[src/rtl/qspi_flash_responder_pkg.sv]
// Shared definitions for the QSPI flash responder: FSM encodings, default
// opcode and the order in which a byte's nibbles go out on io[3:0].
package qspi_flash_responder_pkg;

  typedef logic [2:0] state_t;

  localparam state_t ST_IDLE   = 3'd0;
  localparam state_t ST_CMD    = 3'd1;
  localparam state_t ST_ADDR   = 3'd2;
  localparam state_t ST_DUMMY  = 3'd3;
  localparam state_t ST_DATA   = 3'd4;
  localparam state_t ST_IGNORE = 3'd5;

  localparam logic [7:0] CMD_READ_DEFAULT = 8'h6B;

  localparam bit HI_NIBBLE_FIRST = 1'b1;

  // Picks the nibble sent first (first=1) or second (first=0) for a byte.
  function automatic logic [3:0] pick_nibble(input logic [7:0] b, input logic first);
    return (first == HI_NIBBLE_FIRST) ? b[7:4] : b[3:0];
  endfunction

endpackage

[src/rtl/qspi_flash_responder_if.sv]
// Bundle of the QSPI link pins and the byte-wide read port seen by the
// responder. The slave modport is the flash side, master is initiator + memory.
interface qspi_flash_responder_if #(
  parameter int ADDR_BITS = 24
);
  import qspi_flash_responder_pkg::*;

  logic                 spi_clk;
  logic                 spi_cs;
  logic                 spi_mosi;
  logic [3:0]           spi_miso;
  logic                 spi_oe;
  logic                 rd_req;
  logic [ADDR_BITS-1:0] rd_addr;
  logic                 rd_valid;
  logic [7:0]           rd_data;
  logic                 underrun;

  // Read port handshake: rd_req is a single-cycle request qualified by rd_addr;
  // the memory answers each request, in order, with one rd_valid cycle carrying
  // rd_data after any latency. There is no backpressure in either direction.
  modport slave (
    input  spi_clk, spi_cs, spi_mosi, rd_valid, rd_data,
    output spi_miso, spi_oe, rd_req, rd_addr, underrun
  );

  modport master (
    output spi_clk, spi_cs, spi_mosi, rd_valid, rd_data,
    input  spi_miso, spi_oe, rd_req, rd_addr, underrun
  );

endinterface

[src/rtl/qspi_flash_responder_spi_sync_edge.sv]
// Brings the asynchronous SPI pins into the clk domain and flags spi_clk edges.
// All three pins see the same two-flop delay so mosi lines up with its rise.
module spi_sync_edge (
  input  logic clk,
  input  logic rst,
  input  logic spi_clk,
  input  logic spi_cs,
  input  logic spi_mosi,
  output logic sclk_rise,
  output logic sclk_fall,
  output logic cs_n,
  output logic mosi
);

  logic [1:0] sclk_sync;
  logic [1:0] cs_sync;
  logic [1:0] mosi_sync;
  logic       sclk_prev;

  always_ff @(posedge clk) begin
    if (rst) begin
      sclk_sync <= 2'b00;
      cs_sync   <= 2'b11;
      mosi_sync <= 2'b00;
      sclk_prev <= 1'b0;
    end else begin
      sclk_sync <= {sclk_sync[0], spi_clk};
      cs_sync   <= {cs_sync[0], spi_cs};
      mosi_sync <= {mosi_sync[0], spi_mosi};
      sclk_prev <= sclk_sync[1];
    end
  end

  assign sclk_rise = sclk_sync[1] & ~sclk_prev;
  assign sclk_fall = ~sclk_sync[1] & sclk_prev;
  assign cs_n      = cs_sync[1];
  assign mosi      = mosi_sync[1];

endmodule

[src/rtl/qspi_flash_responder.sv]
// Flash side of a quad-output fast read: decodes opcode and address on io0,
// counts dummy clocks, then streams prefetched bytes as nibbles on io[3:0].
module qspi_flash_responder
  import qspi_flash_responder_pkg::*;
#(
  parameter logic [7:0] CMD_READ     = CMD_READ_DEFAULT,
  parameter int         ADDR_BITS    = 24,
  parameter int         DUMMY_CYCLES = 8
) (
  input  logic                  clk,
  input  logic                  rst,
  qspi_flash_responder_if.slave bus,
  output state_t                state_dbg
);

  localparam int CNT_W = $clog2(((ADDR_BITS > 8) ? ADDR_BITS : 8) + 1);
  localparam int DUM_W = $clog2(DUMMY_CYCLES + 2);
  localparam logic [CNT_W-1:0] CMD_LAST  = CNT_W'(7);
  localparam logic [CNT_W-1:0] ADDR_LAST = CNT_W'(ADDR_BITS - 1);
  localparam logic [DUM_W-1:0] DUM_LAST  = DUM_W'(DUMMY_CYCLES);

  logic sclk_rise, sclk_fall, cs_n, mosi;

  spi_sync_edge u_sync (
    .clk       (clk),
    .rst       (rst),
    .spi_clk   (bus.spi_clk),
    .spi_cs    (bus.spi_cs),
    .spi_mosi  (bus.spi_mosi),
    .sclk_rise (sclk_rise),
    .sclk_fall (sclk_fall),
    .cs_n      (cs_n),
    .mosi      (mosi)
  );

  state_t               state;
  logic [CNT_W-1:0]     bit_cnt;
  logic [DUM_W-1:0]     dummy_cnt;
  logic [6:0]           cmd_sr;
  logic [ADDR_BITS-2:0] addr_sr;
  logic [ADDR_BITS-1:0] addr;
  logic [7:0]           buf_data;
  logic                 buf_valid;
  logic                 slot_miss;
  logic                 nib_first;
  logic [2:0]           out_cnt;
  logic [2:0]           drop_cnt;

  logic [7:0]           cmd_word;
  logic [ADDR_BITS-1:0] addr_word;
  logic [ADDR_BITS-1:0] addr_next;
  logic                 addr_done;
  logic                 accept, keep, drive_nib, consume, slot_arrived, issue_req;
  logic [3:0]           nib_val;
  logic                 nib_miss;

  assign cmd_word  = {cmd_sr, mosi};
  assign addr_word = {addr_sr, mosi};
  assign addr_next = addr + ADDR_BITS'(1);
  assign addr_done = !cs_n && state == ST_ADDR && sclk_rise && bit_cnt == ADDR_LAST;

  // Responses only land while a read is live; drop_cnt counts responses that
  // belong to slots already given up on, so they never fill a later slot.
  assign accept       = !cs_n && (state == ST_DUMMY || state == ST_DATA)
                        && bus.rd_valid && out_cnt != 3'd0;
  assign keep         = accept && drop_cnt == 3'd0;
  assign drive_nib    = !cs_n && sclk_fall
                        && ((state == ST_DUMMY && dummy_cnt == DUM_LAST) || state == ST_DATA);
  assign consume      = drive_nib && !nib_first;
  assign slot_arrived = buf_valid || keep;
  assign issue_req    = addr_done || consume;

  always_comb begin
    nib_val  = 4'hF;
    nib_miss = 1'b0;
    if (nib_first) begin
      if (buf_valid) nib_val = pick_nibble(buf_data, 1'b1);
      else           nib_miss = 1'b1;
    end else if (slot_miss || !buf_valid) begin
      nib_miss = 1'b1;
    end else begin
      nib_val = pick_nibble(buf_data, 1'b0);
    end
  end

  always_ff @(posedge clk) begin
    if (rst) begin
      state        <= ST_IDLE;
      bit_cnt      <= '0;
      dummy_cnt    <= '0;
      cmd_sr       <= '0;
      addr_sr      <= '0;
      addr         <= '0;
      buf_data     <= '0;
      buf_valid    <= 1'b0;
      slot_miss    <= 1'b0;
      nib_first    <= 1'b1;
      out_cnt      <= '0;
      drop_cnt     <= '0;
      bus.spi_miso <= 4'h0;
      bus.spi_oe   <= 1'b0;
      bus.rd_req   <= 1'b0;
      bus.rd_addr  <= '0;
      bus.underrun <= 1'b0;
    end else begin
      bus.rd_req <= issue_req;
      if (cs_n) begin
        // Deselect wins over any edge seen in the same cycle.
        state        <= ST_IDLE;
        bit_cnt      <= '0;
        dummy_cnt    <= '0;
        buf_valid    <= 1'b0;
        slot_miss    <= 1'b0;
        nib_first    <= 1'b1;
        out_cnt      <= '0;
        drop_cnt     <= '0;
        bus.spi_miso <= 4'h0;
        bus.spi_oe   <= 1'b0;
      end else begin
        if (consume) begin
          buf_valid <= 1'b0;
        end else if (keep) begin
          buf_valid <= 1'b1;
          buf_data  <= bus.rd_data;
        end
        out_cnt  <= out_cnt + 3'(issue_req) - 3'(accept);
        drop_cnt <= drop_cnt + 3'(consume && !slot_arrived) - 3'(accept && !keep);

        if (drive_nib) begin
          bus.spi_miso <= nib_val;
          bus.spi_oe   <= 1'b1;
          nib_first    <= !nib_first;
          if (nib_first) slot_miss <= nib_miss;
          if (nib_miss) bus.underrun <= 1'b1;
        end

        case (state)
          ST_IDLE: state <= ST_CMD;
          ST_CMD: begin
            if (sclk_rise) begin
              cmd_sr <= cmd_word[6:0];
              if (bit_cnt == CMD_LAST) begin
                bit_cnt <= '0;
                state   <= (cmd_word == CMD_READ) ? ST_ADDR : ST_IGNORE;
              end else begin
                bit_cnt <= bit_cnt + CNT_W'(1);
              end
            end
          end
          ST_ADDR: begin
            if (sclk_rise) begin
              addr_sr <= addr_word[ADDR_BITS-2:0];
              if (addr_done) begin
                bit_cnt     <= '0;
                dummy_cnt   <= '0;
                addr        <= addr_word;
                bus.rd_addr <= addr_word;
                state       <= ST_DUMMY;
              end else begin
                bit_cnt <= bit_cnt + CNT_W'(1);
              end
            end
          end
          ST_DUMMY: begin
            if (sclk_rise && dummy_cnt != DUM_LAST) dummy_cnt <= dummy_cnt + DUM_W'(1);
            if (drive_nib) state <= ST_DATA;
          end
          ST_DATA: begin
            if (consume) begin
              addr        <= addr_next;
              bus.rd_addr <= addr_next;
            end
          end
          ST_IGNORE: state <= ST_IGNORE;
          default:   state <= ST_IDLE;
        endcase
      end
    end
  end

  assign state_dbg = state;

endmodule

[src/flat_wrapper.sv]
// flat-port wrapper written by rule: the top's interface ports become plain ports
module qspi_flash_responder_flat import qspi_flash_responder_pkg::*;
#(
  parameter logic [7:0] CMD_READ     = CMD_READ_DEFAULT,
  parameter int         ADDR_BITS    = 24,
  parameter int         DUMMY_CYCLES = 8
)
  (clk, rst, state_dbg, bus_spi_clk, bus_spi_cs, bus_spi_mosi, bus_rd_valid, bus_rd_data, bus_spi_miso, bus_spi_oe, bus_rd_req, bus_rd_addr, bus_underrun);
  qspi_flash_responder_if #(.ADDR_BITS(ADDR_BITS)) bus_i ();
  input  logic clk;
  input  logic rst;
  output state_t state_dbg;
  input wire logic [$bits(bus_i.spi_clk)-1:0] bus_spi_clk;
  input wire logic [$bits(bus_i.spi_cs)-1:0] bus_spi_cs;
  input wire logic [$bits(bus_i.spi_mosi)-1:0] bus_spi_mosi;
  input wire logic [$bits(bus_i.rd_valid)-1:0] bus_rd_valid;
  input wire logic [$bits(bus_i.rd_data)-1:0] bus_rd_data;
  output wire logic [$bits(bus_i.spi_miso)-1:0] bus_spi_miso;
  output wire logic [$bits(bus_i.spi_oe)-1:0] bus_spi_oe;
  output wire logic [$bits(bus_i.rd_req)-1:0] bus_rd_req;
  output wire logic [$bits(bus_i.rd_addr)-1:0] bus_rd_addr;
  output wire logic [$bits(bus_i.underrun)-1:0] bus_underrun;
  assign bus_i.spi_clk = bus_spi_clk;
  assign bus_i.spi_cs = bus_spi_cs;
  assign bus_i.spi_mosi = bus_spi_mosi;
  assign bus_i.rd_valid = bus_rd_valid;
  assign bus_i.rd_data = bus_rd_data;
  assign bus_spi_miso = bus_i.spi_miso;
  assign bus_spi_oe = bus_i.spi_oe;
  assign bus_rd_req = bus_i.rd_req;
  assign bus_rd_addr = bus_i.rd_addr;
  assign bus_underrun = bus_i.underrun;
  qspi_flash_responder #(.CMD_READ(CMD_READ), .ADDR_BITS(ADDR_BITS), .DUMMY_CYCLES(DUMMY_CYCLES)) u_core (.clk(clk), .rst(rst), .bus(bus_i), .state_dbg(state_dbg));
endmodule
[config.mk]
export PLATFORM = sky130hd
export DESIGN_NAME = qspi_flash_responder_flat
export DESIGN_NICKNAME = d
export VERILOG_FILES = /design/src/rtl/qspi_flash_responder_pkg.sv /design/src/rtl/qspi_flash_responder_if.sv /design/src/rtl/qspi_flash_responder_spi_sync_edge.sv /design/src/rtl/qspi_flash_responder.sv /design/src/flat_wrapper.sv
export SDC_FILE = /design/constraint.sdc
export NUM_CORES = 1
export LEC_CHECK = 0
export CAP_MARGIN = 30
export CORE_MARGIN = 4
export CORE_UTILIZATION = 60
export DETAILED_ROUTE_END_ITERATION = 6
export DONT_BUFFER_PORTS = 1
export GPL_ROUTABILITY_DRIVEN = 1
export GPL_TIMING_DRIVEN = 0
export PLACE_DENSITY = 0.76
export SYNTH_ARGS = -nofsm -noshare
export SYNTH_HDL_FRONTEND = slang
export SYNTH_SLANG_ARGS = --single-unit
[constraint.sdc]
create_clock -name clk -period 3.7 [get_ports clk]
set_clock_uncertainty 0.15 [all_clocks]
set_input_delay 0.74 -clock clk [delete_from_list [all_inputs] [get_ports clk]]
set_output_delay 0.74 -clock clk [all_outputs]
set_load 0.01 [all_outputs]
==> flow_summary.ini, run 1 <==
[yosys]
muxShareOfSynthArea_pct = 4.54
synth_xor_area_share_pct = 2.27
synthFlopType = dfxtp_1
synth_fa_ha_area_share_pct = 3.02
netlist_area_um2 = 4630
synth_area_leaders = dfxtp_1 42%, nand2_1 6.7%, a21oi_1 6.0%
synth_simple_gate_area_share_pct = 25.0
avgSynthCellArea_um2 = 8.37
synth_edf_count = 0
synth_area_leader_cell = dfxtp_1
synth-compound-area-share_pct = 18.7
synth_cell_types = 71
synth_top_family_by_area = simple AND/OR/NAND/NOR gates
async_reset_ff_share_pct = 0
yosysTopAreaCellShare_pct = 41.9
syn_nets = 578
seq_area_frac_synth_pct = 41.9
ys_seq_elements = 97
syn_inst = 554
ys.warnings.count = 0

[sta]
worst_pin_slew_ns = 0.663
maxSlewHeadroom_pct = 55.7
hold_ws_ns = 0.262
finalSetupViolations = 0
final_hold_viol_count = 0
setup-tns-final_ns = 0
min_period_ns = 3.30
fin_crit_sh_pct = 89.1
fmax_mhz = 303
rsz0062_at_grt = no
slew_viol_final = 0

[power_and_ir_drop]
swShare_pct = 24.9
sequentialPowerShare_pct = 60.1
p_leak_nw = 1.73
p_int_mw = 1.31
p_sw_mw = 0.435
p_per_area_nw_per_um2 = 354
total_power_mw = 1.75
clockPowerShare_pct = 37.9
ir_drop_mv = 0.223
power.share.combinational_pct = 2.0

[routing]
final_antenna_net_count = 0
drt_iter0_drc = 311
drc = 0
vias_per_cell = 6.12
num_vias = 4095
dr.pass1.iters = 5
avgRoutedWirePerCell_um = 17.3
finalWirelength_um = 11600

[final_layout]
fin_cells = 669
fillers = 633
drive_above_1_share_pct = 8.07
antenna_cells = 0
syn2layout_area_growth_pct = 6.67
nNetsFinal = 589

[critical_path]
crit_arrival_ns = 3.39
start_kind = flip-flop
critPathKind = flip-flop to flip-flop
worst_setup_path_end_kind = flip-flop
critPathRequiredTime_ns = 3.79
critical_path_peak_fanout = 10

[outcome]
status = completed

[global_routing]
grt_pass1_vias = 3823
grt_antenna_before_repair = 1
grt_usage_pct = 26.4
grt-ovfl-total = 0
grt_pass1_wl_um = 18800
grt_max_degree = 19

[place]
place_congestion = 0.936
detailed_place_hpwl_um = 8270
portBuffers = 0
dp.cells = 653

[floorplanning]
initial_core_util_pct = 62.9
die_h_um = 95.9
design.die.area_um2 = 9190
die_w_um = 95.9
io_pins = 48
core_um2 = 7370
fp-row-count = 31

[clock_tree]
cts_tree = done
clock_sinks = 97
postCtsSetupBuffers = 0
clock-root-buffer = clkbuf_8
clk_latency_ns = 0.37
cts_resized = 0
cts_buffers = 9
clock_path_buffers = 2
holdBufCountCts = 0
cts.htree.levels = 3
clk_pin_slew_worst_paths_ns = 0.10

[min_path]
hold_path_class = flip-flop to flip-flop

[job]
drv_cap = 0
[placed cells by master, fill, tap and decap left out, types with 4 or more instances in the layout]
master,count
nor2b_1,13
inv_1,16
and2_1,5
nor2_1,51
o21ai_0,25
clkbuf_1,15
o31ai_1,4
nor3_1,12
a31oi_1,4
xor2_1,5
dfxtp_1,97
o22ai_1,4
a21oi_1,56
buf_2,10
a21o_1,5
a211oi_1,4
and4_1,6
nand4_1,8
and3_1,8
clkbuf_8,9
nand2_1,83
ha_1,8
xnor2_1,7
nand3_1,13
mux2i_1,21
buf_1,5
[Yosys cell counts, types with 4 or more instances]
cell type / count
nand3_1: 13
mux2i_1: 21
and2_1: 5
xor2_1: 5
and3_1: 8
buf_2: 10
o22ai_1: 4
clkbuf_1: 15
a31oi_1: 4
a211oi_1: 4
inv_1: 16
xnor2_1: 7
nand2_1: 83
nand4_1: 8
and4_1: 6
nor2_1: 51
a21o_1: 5
a21oi_1: 56
ha_1: 8
buf_1: 5
nor2b_1: 13
nor3_1: 12
o21ai_0: 25
o31ai_1: 4
dfxtp_1: 97
[area by class of cell]
type                            count  area [um2]  share of cell area (%)
Tap cell                           99         124                    2.51
Buffer                             33         151                    3.06
Clock inverter                      7        61.3                    1.24
Clock buffer                        9         124                    2.51
Inverter                           16        60.1                    1.21
Multi-Input combinational cell    408        2480                    50.2
Sequential cell                    97        1940                    39.3
[worst max-delay path, stage by stage, from the launching register on]
cell and delay, ns:
dfxtp_1 0.49, or3b_1 0.36, buf_2 0.19, buf_1 0.31
a21oi_1 0.27, nor2b_1 0.16, ha_1 0.23, inv_1 0.06
ha_1 0.14, inv_1 0.06, fa_1 0.37, xor2_1 0.18
xnor2_1 0.15, nor2_1 0.05
[power groups by stage]
stage          Clock (mW)  Combinational, mW  Sequential, mW
3_5_place_dp            0             0.0342            1.08
4_1_cts             0.672             0.0344            1.05
6_report            0.663             0.0348            1.05
3_3_place_gp            0             0.0339            1.08
2_1_floorplan           0             0.0233            1.07
5_1_grt             0.724             0.0380            1.05
[worst paths after layout]
path,startpoint,end,slack [ns],depth (start not counted)
max,u_core.state_dbg[2]$_SDFFE_PP0P_,u_core.drop_cnt[2]$_SDFF_PP0_,0.40,13
min,u_core.u_sync.cs_sync[0]$_SDFF_PP1_,u_core.u_sync.cs_sync[1]$_SDFF_PP1_,0.26,1
max reg2reg,u_core.state_dbg[2]$_SDFFE_PP0P_,u_core.drop_cnt[2]$_SDFF_PP0_,0.40,13
min reg2reg,u_core.u_sync.cs_sync[0]$_SDFF_PP1_,u_core.u_sync.cs_sync[1]$_SDFF_PP1_,0.26,1
[per-layer routing]
layer  track usage (%)  part of all wire [%]  vias to the layer above
li1                  -                     -                     1978
met2              43.3                    47                      183
met1              32.6                    41                     1909
met4              11.5                   2.0                        2
met3              7.04                   9.5                       23
met5                 0                  0.11                        -
[registers in the layout, summed over array words and instances (netlist names), 3 cells and up]
name                 cells
u_core.state_dbg         3
u_core.drop_cnt          3
u_core.bus.spi_miso      4
u_core.buf_data          8
u_core.bit_cnt           5
u_core.dummy_cnt         4
u_core.bus.rd_addr      24
u_core.addr_sr          23
u_core.out_cnt           3
u_core.cmd_sr            7
[metrics by stage]
stage | instance area (um2) | utilization [%] | setup WS [ns]
6_report | 4940 | 67.1 | 0.405
5_1_grt | 4940 | 67.1 | 0.181
4_1_cts | 4940 | 67.1 | 0.375
3_5_place_dp | 4760 | 64.6 | 0.400
3_3_place_gp | 4760 | 64.6 | 0.454
2_1_floorplan | 4630 | - | 0.852
[cells by family (layout without fill, tap and decap cells)]
family,count (synthesis),in the layout
adder cells (fa/ha/maj),10,10
XOR/XNOR,12,12
AO/OA/AOI/OAI,136,136
multiplexers,21,21
AND/OR/NAND/NOR,229,229
flip-flops,97,97
buffers and inverters,49,65
(Power assumes the default switching activity.)
==> inputs of run 2 (changes only) <==
Settings changed: ABC_AREA set to 1.
==> run 2 against run 1 <==
Compared with the run above:
- largest cell class unchanged
- via count increased by 12%
- cell count is 23% higher
- largest power group unchanged
- first-iteration DRC count shrank 18%
- register-to-register slack better by 0.47 ns
- critical endpoint unchanged
- fmax up 17%
- routed wire length grew 4.8%
- synthesized area rose by 1.6%
- total power is 2.1% higher
==> flow_summary.ini, run 2 <==
[outcome]
status = completed

[critical_path]
r2r_slack_ns = 0.87
worst_setup_path_end_kind = flip-flop
critPathRequiredTime_ns = 3.85
regToRegStartpoint = u_core.state_dbg[0]$_SDFFE_PP0P_
setup.worst_path.start = u_core.state_dbg[0]$_SDFFE_PP0P_
worstRegToRegCells = 14
critical_path_peak_fanout = 8
setup.worst_path.end = u_core.drop_cnt[2]$_SDFF_PP0_
start_kind = flip-flop
crit_arrival_ns = 2.97
r2r-end = u_core.drop_cnt[2]$_SDFF_PP0_
critPathKind = flip-flop to flip-flop

[yosys]
syn_inst = 703
ys.warnings.count = 0
async_reset_ff_share_pct = 0
synth_area_leader_cell = dfxtp_1
synth_cell_types = 30
avgSynthCellArea_um2 = 6.70
synthTopCellsByCount = 147 x nand2_1, 133 x nor2_1, 97 x dfxtp_1, 80 x o21ai_0, 76 x inv_1
syn_nets = 727
yosysTopAreaCellShare_pct = 41.2
yosysMostFrequentCell = nand2_1
synth_edf_count = 0
synthFlopType = dfxtp_1
seq_area_frac_synth_pct = 41.2
ys_seq_elements = 97
synth_area_leaders = dfxtp_1 41%, nand2_1 12%, nor2_1 11%
netlist_area_um2 = 4710

[place]
pre_cts_slack_ns = 0.923
place_congestion = 0.916
portBuffers = 0
detailed_place_hpwl_um = 8900

[final_layout]
nNetsFinal = 738
fillers = 734
syn2layout_area_growth_pct = 6.83
final_common_cell = nand2_1
antenna_cells = 0
layout_common_cells = 147 x nand2_1, 133 x nor2_1, 97 x dfxtp_1
largest_reg_flops = 24
reg.largest.list = u_core.bus.rd_addr x24, u_core.addr_sr x23, u_core.buf_data x8
top_register = u_core.bus.rd_addr
drive_above_1_share_pct = 5.56

[global_routing]
grt_antenna_before_repair = 0
grt_pass1_wl_um = 19700
grt_max_degree = 20
grt_usage_pct = 27.3
grt-ovfl-total = 0
grt_pass1_vias = 4181

[routing]
dr.pass1.iters = 6
final_antenna_net_count = 0
vias_per_cell = 5.58
finalWirelength_um = 12100
drc = 0
drt_iter0_drc = 255
avgRoutedWirePerCell_um = 14.8
num_vias = 4585

[sta]
min_period_ns = 2.83
maxSlewHeadroom_pct = 53.7
fin_ws_ns = 0.875
setup-tns-final_ns = 0
worst_pin_slew_ns = 0.694
finalSetupViolations = 0
fin_crit_sh_pct = 76.4
rsz0062_at_grt = no
fmax_mhz = 354
slew_viol_final = 0
final_hold_viol_count = 0

[clock_tree]
cts_tree = done
holdBufCountCts = 0
clock_path_buffers = 2
cts_buffers = 9
clock-root-buffer = clkbuf_8
postCtsSetupBuffers = 0
clk_latency_ns = 0.37
clock_sinks = 97
cts.htree.levels = 3
clk_pin_slew_worst_paths_ns = 0.10
cts_resized = 0

[floorplanning]
die_h_um = 96.6
die_w_um = 96.6
io_pins = 48
initial_core_util_pct = 61.2
fp-row-count = 32
design.die.area_um2 = 9330
core_um2 = 7690

[min_path]
hold_path_class = flip-flop to flip-flop
min_from = u_core.u_sync.mosi_sync[0]$_SDFF_PP0_

[power_and_ir_drop]
ir_drop_mv = 0.283
p_per_area_nw_per_um2 = 355
p_leak_nw = 1.98

[job]
drv_cap = 0
run 2: worst min-delay path by stage:
| stage | end | slack, ns | cells past startpoint |
|---|---|---|---|
| finish | u_core.u_sync.mosi_sync[1]$_SDFF_PP0_ | 0.26 | 2 |
| global route | u_core.u_sync.mosi_sync[1]$_SDFF_PP0_ | 0.28 | 2 |
| CTS | u_core.u_sync.mosi_sync[1]$_SDFF_PP0_ | 0.27 | 2 |
| detailed placement | u_core.u_sync.cs_sync[1]$_SDFF_PP1_ | 0.25 | 1 |
| global placement | u_core.u_sync.mosi_sync[1]$_SDFF_PP0_ | 0.24 | 2 |
| floorplan | u_core.u_sync.mosi_sync[1]$_SDFF_PP0_ | 0.24 | 2 |
run 2: layout make-up:
type	count	area [um2]	area share [%]
clock buffer	9	124	2.46
sequential	97	1940	38.6
clock inverter	7	70.1	1.39
buffer	22	116	2.31
tap	102	128	2.54
inverter	81	304	6.04
multi-input combinational	503	2350	46.6
run 2: critical path, stage by stage, from the launching register on:
cell and delay [ns]:
dfxtp_1 0.45, inv_2 0.10, nor2_1 0.17, nand2_1 0.10, nand2_1 0.11, nand3_2 0.15
inv_2 0.16, nand2_2 0.13, nor2_1 0.13, ha_1 0.15, inv_1 0.05, fa_1 0.37
xnor2_1 0.14, or2_2 0.27, a21oi_1 0.13
run 2: cell families (layout without fill, tap and decap cells):
group	Yosys count	after routing	synth area share [%]
AOI/OAI and AO/OA	143	143	15.7
adders and majority gates	10	10	2.98
buffers and inverters	103	119	8.93
xor gates and xnor gates	7	7	1.30
DFF	97	97	41.2
and+or+nand+nor	343	343	29.9
run 2: routing by layer:
layer  vias up  global-route usage (%)  part of all wire (%)
met5         -                       0                     0
met4         0                    9.35                   2.3
met3        28                    5.65                   7.1
met2       171                    43.7                    46
met1      2125                    36.8                    45
li1       2261                       -                     -
run 2: stage by stage:
stage | utilization, % | hold slack (ns) | power [mW] | cells | cell area [um2]
2_1_floorplan | - | 0.238 | 1.10 | 703 | 4710
3_3_place_gp | 62.9 | 0.244 | 1.11 | 805 | 4840
3_5_place_dp | 62.9 | 0.247 | 1.11 | 805 | 4840
4_1_cts | 65.4 | 0.268 | 1.79 | 821 | 5030
5_1_grt | 65.4 | 0.276 | 1.84 | 821 | 5030
6_report | 65.4 | 0.262 | 1.79 | 821 | 5030
run 2: power by group:
group          internal, mW  switching (mW)  leakage [nW]
sequential             1.05         0.00308         0.782
clock                 0.269           0.430        0.0981
combinational       0.00959          0.0281          1.10
total                  1.33           0.461          1.98
